File: src/rtl/link_tx_scheduler_pkg.sv
`default_nettype none
// ============================================================================
// Module   : link_tx_scheduler_pkg
// Purpose  : Shared definitions for the link transmit scheduler: symbol width,
//            the comma/idle symbol and the scheduler state encoding.
// Contents : SYM_W, COMMA, state_t (ST_TRAIN / ST_ACTIVE)
// Revision : 1.0 - initial release
// ============================================================================
package link_tx_scheduler_pkg;

    localparam int SYM_W = 8;

    // Idle and training symbol, also used by the far end for symbol lock.
    localparam logic [SYM_W-1:0] COMMA = 8'hBC;

    typedef enum logic [0:0] {
        ST_TRAIN  = 1'b0,
        ST_ACTIVE = 1'b1
    } state_t;

endpackage : link_tx_scheduler_pkg
`default_nettype wire

File: src/rtl/link_tx_scheduler_if.sv
`default_nettype none
// ============================================================================
// Module   : link_tx_scheduler_if
// Purpose  : Bundles the lane request side and the serializer side of the
//            link transmit scheduler.
// Signals  : req, lane_data        lanes      -> scheduler
//            grant                 scheduler  -> lanes
//            sym_out, sym_valid,   scheduler  -> serializer
//            sym_load
//            link_up, comma_err    scheduler  -> status
// Modports : master = lanes/serializer environment, slave = scheduler
// Revision : 1.0 - initial release
// ============================================================================
interface link_tx_scheduler_if
    import link_tx_scheduler_pkg::*;
#(
    parameter int N_LANES = 4
) ();

    logic [N_LANES-1:0]       req;
    logic [SYM_W*N_LANES-1:0] lane_data;
    logic [N_LANES-1:0]       grant;
    logic [SYM_W-1:0]         sym_out;
    logic                     sym_valid;
    logic                     sym_load;
    logic                     link_up;
    logic                     comma_err;

    modport master (
        output req, lane_data,
        input  grant, sym_out, sym_valid, sym_load, link_up, comma_err
    );

    modport slave (
        input  req, lane_data,
        output grant, sym_out, sym_valid, sym_load, link_up, comma_err
    );

endinterface : link_tx_scheduler_if
`default_nettype wire

File: src/rtl/link_tx_scheduler_rr_arbiter.sv
`default_nettype none
// ============================================================================
// Module   : link_tx_scheduler_rr_arbiter
// Purpose  : Combinational round-robin pick: the first set request at or
//            after ptr, searching upward and wrapping modulo N_LANES.
// Ports    : req        in   N_LANES   request vector
//            ptr        in   PTR_W     search start lane (always < N_LANES)
//            winner_oh  out  N_LANES   one-hot winner (0 when no request)
//            winner_idx out  PTR_W     winner index (0 when no request)
//            any        out  1         at least one request set
// Revision : 1.0 - initial release
// ============================================================================
module link_tx_scheduler_rr_arbiter #(
    parameter int N_LANES = 4,
    parameter int PTR_W   = $clog2(N_LANES)
) (
    input  wire logic [N_LANES-1:0] req,
    input  wire logic [PTR_W-1:0]   ptr,
    output logic      [N_LANES-1:0] winner_oh,
    output logic      [PTR_W-1:0]   winner_idx,
    output logic                    any
);

    int w_lane;

    always_comb begin
        winner_oh  = '0;
        winner_idx = '0;
        any        = 1'b0;
        w_lane     = 0;
        for (int k = 0; k < N_LANES; k++) begin
            // ptr never exceeds N_LANES-1, so one wrap step is enough.
            w_lane = int'(ptr) + k;
            if (w_lane >= N_LANES) begin
                w_lane = w_lane - N_LANES;
            end
            if (!any && req[w_lane]) begin
                any               = 1'b1;
                winner_oh[w_lane] = 1'b1;
                winner_idx        = PTR_W'(w_lane);
            end
        end
    end

endmodule : link_tx_scheduler_rr_arbiter
`default_nettype wire

File: src/rtl/link_tx_scheduler.sv
`default_nettype none
// ============================================================================
// Module   : link_tx_scheduler
// Purpose  : Transmit-side scheduler for the 8-bit serial link. Divides the
//            link into SYM_CYCLES-cycle symbol slots, sends TRAIN_SYMS commas
//            for far-end lock, then shares slots round-robin among N_LANES
//            requesters, filling empty slots with comma idles.
// Ports    : clk8     in   1   link clock
//            reset8   in   1   asynchronous active-low reset
//            retrain  in   1   pulse: re-run training at next slot boundary
//            bus      slave    req/lane_data in; grant, sym_out, sym_valid,
//                              sym_load, link_up, comma_err out
// Revision : 1.0 - initial release
// ============================================================================
module link_tx_scheduler
    import link_tx_scheduler_pkg::*;
#(
    parameter int N_LANES    = 4,
    parameter int SYM_CYCLES = 8,
    parameter int TRAIN_SYMS = 8
) (
    input  wire logic           clk8,
    input  wire logic           reset8,
    input  wire logic           retrain,
    link_tx_scheduler_if.slave  bus
);

    localparam int SC_W  = (SYM_CYCLES > 1) ? $clog2(SYM_CYCLES) : 1;
    localparam int TC_W  = $clog2(TRAIN_SYMS + 1);
    localparam int PTR_W = (N_LANES > 1) ? $clog2(N_LANES) : 1;

    localparam logic [SC_W-1:0]  SLOT_LAST  = SC_W'(SYM_CYCLES - 1);
    localparam logic [TC_W-1:0]  TRAIN_LAST = TC_W'(TRAIN_SYMS - 1);
    localparam logic [PTR_W-1:0] LANE_LAST  = PTR_W'(N_LANES - 1);

    state_t               r_state;
    logic [SC_W-1:0]      r_slot_cnt;
    logic [TC_W-1:0]      r_train_cnt;
    logic [PTR_W-1:0]     r_rr_ptr;
    logic                 r_retrain_pend;
    logic [SYM_W-1:0]     r_sym_out;
    logic                 r_sym_valid;
    logic                 r_sym_load;
    logic [N_LANES-1:0]   r_grant;
    logic                 r_link_up;
    logic                 r_comma_err;

    logic [N_LANES-1:0]   w_win_oh;
    logic [PTR_W-1:0]     w_win_idx;
    logic                 w_any_req;
    logic [SYM_W-1:0]     w_win_sym;
    logic [PTR_W-1:0]     w_next_ptr;
    logic                 w_boundary;
    logic                 w_retrain_now;

    link_tx_scheduler_rr_arbiter #(
        .N_LANES (N_LANES),
        .PTR_W   (PTR_W)
    ) u_rr_arbiter (
        .req        (bus.req),
        .ptr        (r_rr_ptr),
        .winner_oh  (w_win_oh),
        .winner_idx (w_win_idx),
        .any        (w_any_req)
    );

    assign w_win_sym     = bus.lane_data[int'(w_win_idx)*SYM_W +: SYM_W];
    assign w_next_ptr    = (w_win_idx == LANE_LAST) ? '0 : w_win_idx + 1'b1;
    assign w_boundary    = (r_slot_cnt == SLOT_LAST);
    // A pulse landing exactly on the boundary edge is acted on immediately.
    assign w_retrain_now = r_retrain_pend | retrain;

    always_ff @(posedge clk8 or negedge reset8) begin
        if (!reset8) begin
            r_state        <= ST_TRAIN;
            r_slot_cnt     <= '0;
            r_train_cnt    <= '0;
            r_rr_ptr       <= '0;
            r_retrain_pend <= 1'b0;
            r_sym_out      <= COMMA;
            r_sym_valid    <= 1'b0;
            r_sym_load     <= 1'b0;
            r_grant        <= '0;
            r_link_up      <= 1'b0;
            r_comma_err    <= 1'b0;
        end else begin
            // Strobes live for exactly the cycle after a boundary.
            r_sym_load  <= 1'b0;
            r_grant     <= '0;
            r_comma_err <= 1'b0;

            if (retrain) begin
                r_retrain_pend <= 1'b1;
            end

            if (!w_boundary) begin
                r_slot_cnt <= r_slot_cnt + 1'b1;
            end else begin
                r_slot_cnt     <= '0;
                r_sym_load     <= 1'b1;
                r_retrain_pend <= 1'b0;

                case (r_state)
                    ST_TRAIN: begin
                        r_sym_out   <= COMMA;
                        r_sym_valid <= 1'b0;
                        if (w_retrain_now) begin
                            r_train_cnt <= '0;
                        end else if (r_train_cnt == TRAIN_LAST) begin
                            r_train_cnt <= '0;
                            r_state     <= ST_ACTIVE;
                            r_link_up   <= 1'b1;
                        end else begin
                            r_train_cnt <= r_train_cnt + 1'b1;
                        end
                    end

                    ST_ACTIVE: begin
                        if (w_retrain_now) begin
                            // This slot's comma is the first training symbol.
                            r_sym_out   <= COMMA;
                            r_sym_valid <= 1'b0;
                            r_train_cnt <= TC_W'(1);
                            r_state     <= ST_TRAIN;
                            r_link_up   <= 1'b0;
                        end else if (w_any_req) begin
                            r_sym_out   <= w_win_sym;
                            r_sym_valid <= 1'b1;
                            r_grant     <= w_win_oh;
                            r_rr_ptr    <= w_next_ptr;
                            // Data aliasing the comma is still sent; the far
                            // end will drop it, so flag it upstream.
                            r_comma_err <= (w_win_sym == COMMA);
                        end else begin
                            r_sym_out   <= COMMA;
                            r_sym_valid <= 1'b0;
                        end
                    end

                    default: begin
                        r_state   <= ST_TRAIN;
                        r_link_up <= 1'b0;
                    end
                endcase
            end
        end
    end

    assign bus.grant     = r_grant;
    assign bus.sym_out   = r_sym_out;
    assign bus.sym_valid = r_sym_valid;
    assign bus.sym_load  = r_sym_load;
    assign bus.link_up   = r_link_up;
    assign bus.comma_err = r_comma_err;

endmodule : link_tx_scheduler
`default_nettype wire

File: src/flat_wrapper.sv
// flat-port wrapper written by rule: the top's interface ports become plain ports
module link_tx_scheduler_flat import link_tx_scheduler_pkg::*;
#(
    parameter int N_LANES    = 4,
    parameter int SYM_CYCLES = 8,
    parameter int TRAIN_SYMS = 8
)
  (clk8, reset8, retrain, bus_req, bus_lane_data, bus_grant, bus_sym_out, bus_sym_valid, bus_sym_load, bus_link_up, bus_comma_err);
  link_tx_scheduler_if #(.N_LANES(N_LANES)) bus_i ();
  input  wire logic clk8;
  input  wire logic reset8;
  input  wire logic retrain;
  input wire logic [$bits(bus_i.req)-1:0] bus_req;
  input wire logic [$bits(bus_i.lane_data)-1:0] bus_lane_data;
  output wire logic [$bits(bus_i.grant)-1:0] bus_grant;
  output wire logic [$bits(bus_i.sym_out)-1:0] bus_sym_out;
  output wire logic [$bits(bus_i.sym_valid)-1:0] bus_sym_valid;
  output wire logic [$bits(bus_i.sym_load)-1:0] bus_sym_load;
  output wire logic [$bits(bus_i.link_up)-1:0] bus_link_up;
  output wire logic [$bits(bus_i.comma_err)-1:0] bus_comma_err;
  assign bus_i.req = bus_req;
  assign bus_i.lane_data = bus_lane_data;
  assign bus_grant = bus_i.grant;
  assign bus_sym_out = bus_i.sym_out;
  assign bus_sym_valid = bus_i.sym_valid;
  assign bus_sym_load = bus_i.sym_load;
  assign bus_link_up = bus_i.link_up;
  assign bus_comma_err = bus_i.comma_err;
  link_tx_scheduler #(.N_LANES(N_LANES), .SYM_CYCLES(SYM_CYCLES), .TRAIN_SYMS(TRAIN_SYMS)) u_core (.clk8(clk8), .reset8(reset8), .retrain(retrain), .bus(bus_i));
endmodule
File: config.mk
export PLATFORM = sky130hd
export DESIGN_NAME = link_tx_scheduler_flat
export DESIGN_NICKNAME = d
export VERILOG_FILES = /design/src/rtl/link_tx_scheduler_pkg.sv /design/src/rtl/link_tx_scheduler_if.sv /design/src/rtl/link_tx_scheduler_rr_arbiter.sv /design/src/rtl/link_tx_scheduler.sv /design/src/flat_wrapper.sv
export SDC_FILE = /design/constraint.sdc
export NUM_CORES = 1
export LEC_CHECK = 0
export CAP_MARGIN = 20
export CELL_PAD_IN_SITES_DETAIL_PLACEMENT = 0
export CELL_PAD_IN_SITES_GLOBAL_PLACEMENT = 1
export CORE_UTILIZATION = 38
export CTS_BUF_LIST = sky130_fd_sc_hd__clkbuf_8 sky130_fd_sc_hd__clkbuf_16
export DETAILED_ROUTE_END_ITERATION = 7
export PLACE_DENSITY = 0.9
export REMOVE_ABC_BUFFERS = 1
export SLEW_MARGIN = 20
export SYNTH_ARGS = -nofsm -noshare
export SYNTH_HDL_FRONTEND = slang
export SYNTH_SLANG_ARGS = --single-unit
File: constraint.sdc
create_clock -name clk8 -period 8.1 [get_ports clk8]
set_input_delay 1.62 -clock clk8 [delete_from_list [all_inputs] [get_ports clk8]]
set_output_delay 1.62 -clock clk8 [all_outputs]
set_load 0.02 [all_outputs]
==> reports/metrics.csv <==
metric,value,unit
GRT overflow,0,
via count,1523,
Chip Width,71.3,microns
# clock sinks,27,
Clock transition at path regs,0.08,ns
dpl hpwl,3090,microns
Critical Path AT,4.06,ns
area occupied by registers,682,sq um
Netlist cell types,43,
failing checks,design-rule violations,
Core Footprint,4470,sq um
Final Hold Vio Count,0,
post-synthesis mux area share,19.3,%
drt wl/cell,14.2,microns
post-synthesis sequential element count,27,
"Avg Cell Area, Syn",10.1,sq um
first-pass GRT wire length,6640,microns
post-synth top area share,30.2,%
Placer Congestion,0.802,
crit-path max FO,20,
period utilisation layout,48.0,%
critical path class,in2reg,
Max IR drop VDD,0.0725,mV
"Cell Area, Synth",1820,sq um
Max-Cap Viols,0,
Row Count,24,
TritonCTS clock tree,done,
number of flops mapped to enable cells by yosys,0,
post_cts resized,0,
Post-CTS Setup Inserts,0,
Synth Area in Compound Gates,17.2,%
Worst Setup End Kind,register,
hold buffers post-CTS,0,
worst slew pin tran,0.719,ns
clk_skew,0.00161,ns
Lkg Pwr,1.06,nW
RSZ-0062 raised after global routing,no,
H-tree depth,1,
post-layout utilization of the core,54.2,%
Syn-to-layout area delta,33.1,%
Startpoint Class,input port,
Clock Latency Late Sink,0.26,ns
setup TNS,0,ns
gr usage total,16.3,%
required time of the critical path,8.27,ns
cells after synthesis,181,
Buffers on Ports,54,
Final Max Tran Viols,0,
fillers,408,
placed cell area,2370,sq um
number of diodes,0,
main area contributors after synthesis,"dfrtp_1 30%, mux2i_1 14%, dfstp_2 7.2%",
synth warn,0,
largest net degree at the start of global routing,28,
cell taking the most area after synthesis,dfrtp_1,
multi-input logic area,1060,sq um
Min-Delay Path Class,reg2reg,
vias in the first global route,1463,
final setup fails,0,
PwrDens,105,nW/um^2
DRT Pass-1 Iters,6,
die height,71.3,microns
Initial DRC Count,72,
Synth Flop Type,dfrtp_1,
register area share after synthesis,37.4,%
post-layout min period,3.89,ns
WL final,4010,microns
Power Total,0.256,mW
Post-synth ARST share,100,%
layout cells sized above 1,12.1,%
largest family of logic cells by synthesized area,multiplexers,
clk root buf,clkbuf_8,
Fmax,0.257,GHz
xor/xnor share of the synthesized area,0.480,%
slew margin rel.,51.9,%
status,"finished, violations left",
Num CTS Buffers,3,
simple-gate share of the synthesized area,15.6,%
initial antenna violation count,0,
remaining antenna violation count,0,
num ports,55,
number of nets in the layout,278,
Finished Cell Area,2430,sq um
Post-Synth Adder-Cell Area,4.80,%
drt via density,5.38,
Starting Density,40.7,%
clk buf depth,2,
die footprint,5080,sq um
Post-route DRC,2,
placed cells by master, fill, tap and decap left out, types with 2 or more instances in the layout:
| master | synthesis | layout |
|---|---|---|
| a21oi_1 | 10 | 10 |
| a221o_1 | 2 | 2 |
| a22o_1 | 4 | 4 |
| and3b_1 | 3 | 3 |
| clkbuf_8 | 0 | 3 |
| clkdlybuf4s50_1 | 0 | 54 |
| dfrtp_1 | 22 | 22 |
| dfstp_2 | 5 | 5 |
| ha_1 | 7 | 7 |
| inv_1 | 8 | 9 |
| mux2_2 | 5 | 5 |
| mux2i_1 | 25 | 25 |
| nand2_1 | 16 | 16 |
| nand3_1 | 2 | 2 |
| nand4b_1 | 4 | 4 |
| nor2_1 | 12 | 12 |
| nor2b_1 | 2 | 2 |
| nor3_1 | 5 | 5 |
| nor4_1 | 2 | 2 |
| o21ai_0 | 10 | 10 |
| o21ai_1 | 2 | 2 |
| o22a_2 | 5 | 5 |
sequential cells by signal (all words and copies together) (netlist names):
register and cells:
u_core.r_retrain_pend 1, u_core.bus.sym_out 8, u_core.bus.sym_load 1, u_core.bus.link_up 1, u_core.bus.comma_err 1, u_core.r_train_cnt 4, u_core.bus.sym_valid 1, u_core.bus.grant 4
u_core.r_state 1, u_core.r_rr_ptr 2, u_core.r_slot_cnt 3
worst max-delay path, stage by stage:
cell	delay, ns
clkdlybuf4s50_1	0.51
mux2_2	0.36
o32a_2	0.35
nand2_2	0.42
mux2_2	0.41
a211o_1	0.23
a21oi_1	0.14
cells in the mapped netlist (all sizes together) (2+ instances only):
master	n
a21oi	10
nor2	12
nand4b	4
buf	4
inv	8
a221o	2
nor2b	2
and3b	3
o21ai	12
nand3	2
mux2i	26
dfstp	5
nor4	2
mux2	5
nor3	5
clkbuf	5
nand2	17
ha	7
o22a	5
dfrtp	22
a22o	4
where the power goes:
| part | internal [mW] | switching (mW) |
|---|---|---|
| sequential | 0.135 | 0.000156 |
| clock | 0.0339 | 0.0373 |
| combinational | 0.0287 | 0.0208 |
| total | 0.198 | 0.0583 |
cell type report:
class	instances	share of cell area [%]
multi-input cells	137	43.5
flip-flops and latches	27	28.1
repair buffers	55	22.6
well taps	52	2.68
clock buffers	3	1.70
inverters	8	1.24
clock inverters	1	0.155
layer usage:
layer	track usage [%]	wire, microns	up-vias
met4	1.56	8	0
met3	3.66	192	2
met2	28.5	1880	40
met1	21.6	1930	711
met5	0	0	-
li1	-	-	770
logic make-up after synthesis:
| group | Yosys count |
|---|---|
| simple gates | 54 |
| compound gates | 43 |
| buf+inv | 17 |
| mux | 32 |
| flops | 27 |
| xor+xnor | 1 |
| fa+ha+maj | 7 |
worst paths after layout:
path,end,startpoint,slack (ns),cells past startpoint
worst max-delay path,u_core.bus.comma_err,bus_req[3],4.21,7
min in group asynchronous,u_core.bus.link_up,reset8,1.73,2
worst max register to register,u_core.bus.sym_out[6],u_core.r_rr_ptr[0],4.91,6
worst min-delay path,u_core.r_slot_cnt[0],u_core.r_slot_cnt[0],0.43,1
max in group asynchronous,u_core.bus.sym_out[7],reset8,6.07,2
worst min register to register,u_core.r_slot_cnt[0],u_core.r_slot_cnt[0],0.43,1
per-stage QoR:
stage | hold WS (ns) | cells | setup WS, ns
detailed placement | 0.425 | 279 | 3.72
global route | 0.479 | 283 | 4.09
floorplan | 0.403 | 172 | 4.61
global placement | 0.418 | 279 | 3.81
CTS | 0.437 | 283 | 4.01
finish | 0.432 | 283 | 4.21
(Power assumes the default switching activity.)
